**config.mk**
```make
export PLATFORM = sky130hd
export DESIGN_NAME = ball_move_sched
export DESIGN_NICKNAME = d
export VERILOG_FILES = /design/src/rtl/ball_move_sched.sv
export SDC_FILE = /design/constraint.sdc
export NUM_CORES = 1
export LEC_CHECK = 0
export CORE_UTILIZATION = 40
export CTS_BUF_LIST = sky130_fd_sc_hd__clkbuf_4
export CTS_CLUSTER_SIZE = 25
export DETAILED_ROUTE_END_ITERATION = 12
export GPL_TIMING_DRIVEN = 0
export PLACE_DENSITY = 0.66
export SYNTH_ARGS = -nofsm -noshare
export SYNTH_HDL_FRONTEND = slang
export SYNTH_SLANG_ARGS = --single-unit
```
**constraint.sdc**
```tcl
create_clock -name clk -period 2.25 [get_ports clk]
set_input_delay 0.675 -clock clk [delete_from_list [all_inputs] [get_ports clk]]
set_output_delay 0.675 -clock clk [all_outputs]
set_load 0.02 [all_outputs]
```
**src/rtl/ball_move_sched.sv**
```systemverilog
// ball_move_sched: once per (speed_div+1) frames, strobes each enabled ball in turn and waits for its done.
// Build option MOVE_SCHED_ROTATE_EN rotates the first-served ball by one slot on every sweep.
module ball_move_sched #(
    parameter int N_BALLS = 4,
    parameter int TIMEOUT = 15,
    parameter int IDXW    = 2
) (
    input  logic               clk,
    input  logic               rst,
    input  logic               pixpulse,
    input  logic               vblank,
    input  logic               run,
    input  logic [3:0]         speed_div,
    input  logic [N_BALLS-1:0] ball_en,
    input  logic [N_BALLS-1:0] ball_done,
    output logic [N_BALLS-1:0] move,
    output logic               busy,
    output logic [IDXW-1:0]    cur_ball,
    output logic               overrun,
    output logic               timeout_err,
    output logic [2:0]         dbg_state
);
    localparam int            SW        = IDXW + 1;
    localparam logic [SW-1:0] LAST_SLOT = SW'(N_BALLS);

    typedef enum logic [2:0] {
        S_IDLE  = 3'd0,
        S_SCAN  = 3'd1,
        S_ISSUE = 3'd2,
        S_WAIT  = 3'd3,
        S_DONE  = 3'd4
    } state_t;

    state_t             r_state;
    logic               r_vblank_d1;
    logic               r_req_pend;
    logic               r_busy;
    logic               r_overrun;
    logic               r_timeout_err;
    logic [3:0]         r_frame_cnt;
    logic [N_BALLS-1:0] r_mask;
    logic [N_BALLS-1:0] r_move;
    logic [SW-1:0]      r_slot;
    logic [IDXW-1:0]    r_base;
    logic [IDXW-1:0]    r_cur_ball;
    logic [7:0]         r_timer;

    logic               w_frame_start;
    logic               w_vblank_fall;
    logic               w_sweep_req;
    logic               w_go;
    logic [IDXW-1:0]    w_start;
    logic [IDXW-1:0]    w_ball;
    logic [SW-1:0]      w_slot_inc;
    logic [IDXW-1:0]    w_next_ball;
    logic               w_next_valid;
    logic [N_BALLS-1:0] w_onehot;

    // Slot numbers are offsets from the sweep's base ball, wrapped modulo N_BALLS.
    function automatic logic [IDXW-1:0] slot_to_ball(input logic [IDXW-1:0] base,
                                                     input logic [SW-1:0]   slot);
        logic [SW-1:0] sum;
        sum = {1'b0, base} + slot;
        if (sum >= LAST_SLOT) sum = sum - LAST_SLOT;
        return sum[IDXW-1:0];
    endfunction

    assign w_frame_start = vblank & ~r_vblank_d1;
    assign w_vblank_fall = r_vblank_d1 & ~vblank;
    assign w_sweep_req   = w_frame_start && (r_frame_cnt == speed_div);
    assign w_go          = (r_state == S_IDLE) && (w_sweep_req || r_req_pend) && run;
    assign w_ball        = slot_to_ball(r_base, r_slot);
    assign w_slot_inc    = r_slot + SW'(1);
    assign w_next_ball   = slot_to_ball(r_base, w_slot_inc);
    assign w_next_valid  = (w_slot_inc < LAST_SLOT);
    assign w_onehot      = N_BALLS'(1) << w_ball;

`ifdef MOVE_SCHED_ROTATE_EN
    logic [IDXW-1:0] r_start;

    always_ff @(posedge clk or negedge rst) begin
        if (!rst) begin
            r_start <= '0;
        end else if (pixpulse && w_go) begin
            r_start <= (r_start == IDXW'(N_BALLS - 1)) ? '0 : r_start + IDXW'(1);
        end
    end

    assign w_start = r_start;
`else
    assign w_start = '0;
`endif

    always_ff @(posedge clk or negedge rst) begin
        if (!rst) begin
            r_state       <= S_IDLE;
            r_vblank_d1   <= 1'b0;
            r_req_pend    <= 1'b0;
            r_busy        <= 1'b0;
            r_overrun     <= 1'b0;
            r_timeout_err <= 1'b0;
            r_frame_cnt   <= 4'd0;
            r_mask        <= '0;
            r_move        <= '0;
            r_slot        <= '0;
            r_base        <= '0;
            r_cur_ball    <= '0;
            r_timer       <= 8'd0;
        end else if (pixpulse) begin
            r_vblank_d1 <= vblank;
            r_move      <= '0;
            if (w_frame_start) begin
                r_frame_cnt <= (r_frame_cnt == speed_div) ? 4'd0 : r_frame_cnt + 4'd1;
            end
            if (w_vblank_fall && r_busy) r_overrun <= 1'b1;
            if ((r_state != S_IDLE) && w_sweep_req) r_req_pend <= 1'b1;

            case (r_state)
                S_IDLE: begin
                    // A request seen while run=0 is consumed here and never served.
                    if (w_sweep_req || r_req_pend) begin
                        r_req_pend <= 1'b0;
                        if (run) begin
                            r_mask     <= ball_en;
                            r_slot     <= '0;
                            r_base     <= w_start;
                            r_cur_ball <= w_start;
                            r_busy     <= 1'b1;
                            r_state    <= S_SCAN;
                        end
                    end
                end
                S_SCAN: begin
                    if (r_slot == LAST_SLOT) begin
                        r_state <= S_DONE;
                    end else if (!r_mask[w_ball]) begin
                        r_slot <= w_slot_inc;
                        if (w_next_valid) r_cur_ball <= w_next_ball;
                    end else begin
                        r_move  <= w_onehot;
                        r_state <= S_ISSUE;
                    end
                end
                S_ISSUE: begin
                    r_timer <= 8'd0;
                    r_state <= S_WAIT;
                end
                S_WAIT: begin
                    if (ball_done[w_ball]) begin
                        r_slot <= w_slot_inc;
                        if (w_next_valid) r_cur_ball <= w_next_ball;
                        if (run) begin
                            r_state <= S_SCAN;
                        end else begin
                            r_busy  <= 1'b0;
                            r_state <= S_IDLE;
                        end
                    end else if (r_timer == 8'(TIMEOUT)) begin
                        r_timeout_err <= 1'b1;
                        r_slot        <= w_slot_inc;
                        if (w_next_valid) r_cur_ball <= w_next_ball;
                        r_state       <= S_SCAN;
                    end else begin
                        r_timer <= r_timer + 8'd1;
                    end
                end
                S_DONE: begin
                    r_busy  <= 1'b0;
                    r_state <= S_IDLE;
                end
                default: begin
                    r_busy  <= 1'b0;
                    r_state <= S_IDLE;
                end
            endcase
        end
    end

    assign move        = r_move;
    assign busy        = r_busy;
    assign cur_ball    = r_cur_ball;
    assign overrun     = r_overrun;
    assign timeout_err = r_timeout_err;
    assign dbg_state   = r_state;

endmodule

```
==> flow_summary.yaml <==
pwr:
  p_switching_mw: 1.04
  p_int_mw: 1.50
  sw_frac_of_total_pct: 40.9
  seqPwrFrac_pct: 35.7
  max-vdd-ir-drop_uv: 482
  combinationalPowerShare_pct: 51.7
  power_density_nw_per_um2: 1040
  power_mw: 2.54
  clkPwrFrac_pct: 12.6
  p_leak_nw: 1.09
setup_path:
  slowest_delay_ns: 0.56
  path_max_fanout: 10
  r2r_start: "r_slot[0]"
  reg2reg_depth: 5
  r2r_slack_ns: 0.09
  rr_endpoint: "cur_ball[1]"
  setup.worst_path.end_class: "register"
  crit_family: "compound AO/OA/AOI/OAI gates"
  crit_buf_inv: 2
  crit_start: "ball_done[3]"
  worstSetupPathType: "in2reg"
  required_ns: 2.49
  arrival_ns: 2.45
  slowest_stage: "mux4_2"
  start_kind: "input port"
  cp-endpoint: "r_timer[4]"
  cp_cell_sequence: "clkdlybuf4s50_1 > mux4_2 > a21oi_2 > o2111ai_2 > buf_6 > o21bai_1 > a22o_1"
  path_depth: 7
yosys:
  synth_cells: 180
  synth_async_sr_flop_share_pct: 100
  synthMuxAreaShare_pct: 10.8
  synth_compound_area_share_pct: 14.0
  synth_flop_cell: "dfrtp_1"
  synthAdderAreaFrac_pct: 4.01
  seq_area_frac_synth_pct: 44.1
  ys_warn_count: 0
  netlist-cell-type-count: 44
  yosys_register_bits: 33
  avgSynthCellArea_um2: 10.4
  synth_edf_count: 0
  syn_nets: 203
  synth_top_family_by_area: "simple AND/OR/NAND/NOR gates"
  syn_area_um2: 1870
  synth-xor-area-share_pct: 2.34
  synth-simple-area-share_pct: 19.9
sta:
  period_needed_ns: 2.21
  finClkSkew_ns: 0.00511
  hold_viol: 0
  drv_slew: 0
  max_clock_freq_mhz: 452
  slew_headroom_pct: 50.8
  tightest_slew_ns: 0.738
  setup_ws_ns: 0.0391
  setup_viol: 0
  period_share_pct: 98.3
  tns_ns: 0
placed_design:
  dp.cells: 260
  port_buffers: 28
  place_hpwl_mm: 2.59
  pre_cts_ws_ns: -0.649
  gp_congestion: 0.785
clocking:
  cts_tree: "done"
  htreeDepth: 2
  clk_pin_slew_worst_paths_ns: 0.11
  cts-root-buf: "clkbuf_4"
  clock-sinks: 33
  cts_made_buffers: 5
  hold_buffers: 0
  cts_buffer_depth: 2
  clkLatencyLatePin_ns: 0.34
detailed_routing:
  vias_per_cell: 5.22
  firstDrtPassIters: 4
  postRouteAntennaNets: 0
  dr_total_vias: 1445
  drc: 0
  routedWlPerCell_um: 14.2
  drt-total-wl_mm: 3.93
  drtIter0Drc: 92
min_path:
  hold_path_class: "in2async"
cells_and_area:
  mostFrequentLayoutCells: "32 x dfrtp_1, 23 x clkdlybuf4s50_1, 21 x nand2_1"
  antenna_cells: 0
  seq_area_um2: 827
  layout.nets: 247
  syn2layout_area_growth_pct: 30.5
  fillers: 391
  multi_input_area_um2: 1050
  final_common_cell: "dfrtp_1"
  stdcell_count: 277
  drive_gt1_share_pct: 24.9
die:
  die_area_um2: 4950
  ios: 29
  die_w_um: 70.4
  die_h_um: 70.4
  coreArea_um2: 4410
  initial_core_util_pct: 42.4
  rows: 24
global_route:
  grt_max_degree: 34
  grt_use_total_pct: 16.5
  grt-ovfl-total: 0
  grt_pass1_vias: 1362
  grt_pass1_wl_mm: 6.46
  antenna_found_initial: 0
job:
  drv_cap: 0
run_status:
  run_status: "finished, final reports clean"
what timing repair did:
action,CTS,global route
gates resized for setup,7,21
endpoints found under the setup margin,12,12
pin swaps,4,7
gates cloned,0,0
buffers inserted,4,5
Yosys cell counts, types with 2 or more instances:
library cell | count | area, µm²
a21oi_1 | 7 | 35.0
and2_1 | 2 | 12.5
and3_1 | 5 | 31.3
and4b_2 | 2 | 22.5
buf_4 | 2 | 15.0
dfrtp_1 | 33 | 826
ha_1 | 6 | 75.1
inv_1 | 12 | 45.0
mux2_1 | 6 | 67.6
mux2_2 | 7 | 78.8
mux4_2 | 2 | 45.0
nand2_1 | 21 | 78.8
nand3_1 | 6 | 30.0
nor2_1 | 12 | 45.0
nor2b_1 | 3 | 18.8
nor3_1 | 4 | 20.0
nor3_2 | 2 | 20.0
nor4_4 | 2 | 42.5
o21ai_0 | 11 | 55.1
o21ai_1 | 6 | 30.0
o31ai_1 | 3 | 22.5
xor2_1 | 4 | 35.0
sequential cells by signal (all words and copies together) (netlist names):
register / flops
r_frame_cnt: 4
dbg_state: 3
r_vblank_d1: 1
r_timer: 8
overrun: 1
busy: 1
r_slot: 3
r_mask: 4
cur_ball: 2
timeout_err: 1
r_req_pend: 1
move: 4
per-stage QoR:
stage | util (%) | hold slack [ns] | cell area (µm²)
after floorplan | - | 0.379 | 1870
after global placement | 50.2 | 0.451 | 2220
after detailed placement | 50.1 | 0.455 | 2210
after CTS | 52.6 | 0.414 | 2320
after global routing | 55.3 | 0.441 | 2440
final | 55.3 | 0.384 | 2440
worst min path at each step:
| stage | start | end | slack (ns) | depth (start not counted) |
|---|---|---|---|---|
| 2_1_floorplan | rst | busy | 0.38 | 0 |
| 3_3_place_gp | overrun | overrun | 0.45 | 1 |
| 3_5_place_dp | overrun | overrun | 0.45 | 1 |
| 4_1_cts | rst | r_timer[0] | 0.41 | 1 |
| 5_1_grt | rst | r_timer[2] | 0.44 | 1 |
| 6_report | rst | r_timer[2] | 0.38 | 1 |
layer usage:
metal / GRT usage, % / routed length, µm
met2: 23.5 / 1810
met4: 6.00 / 63
met5: 0 / 0
met1: 23.8 / 1890
met3: 4.33 / 167
power groups by stage:
| stage | sequential [mW] | combinational, mW | clock [mW] |
|---|---|---|---|
| after floorplan | 0.938 | 0.764 | 0 |
| after global placement | 0.902 | 1.11 | 0 |
| after detailed placement | 0.906 | 1.12 | 0 |
| after CTS | 0.897 | 1.16 | 0.328 |
| after global routing | 0.937 | 1.44 | 0.353 |
| final | 0.907 | 1.31 | 0.319 |
cells by family after synthesis:
group,Yosys count
AO/OA/AOI/OAI,38
XOR/XNOR,5
adder cells (fa/ha/maj),6
buffers and inverters,17
flip-flops,33
multiplexers,16
AND/OR/NAND/NOR,65
final cells by class:
type                       instances  share of cell area, %
timing repair buffer              37                   14.5
inverter                          12                   1.85
multi-input combinational        130                   43.1
clock buffer                       5                   1.54
sequential                        33                   33.9
clock inverter                     3                  0.513
tap                               52                   2.67
buffer                             5                   1.95
Note: power is estimated with default switching activity, not from simulation.
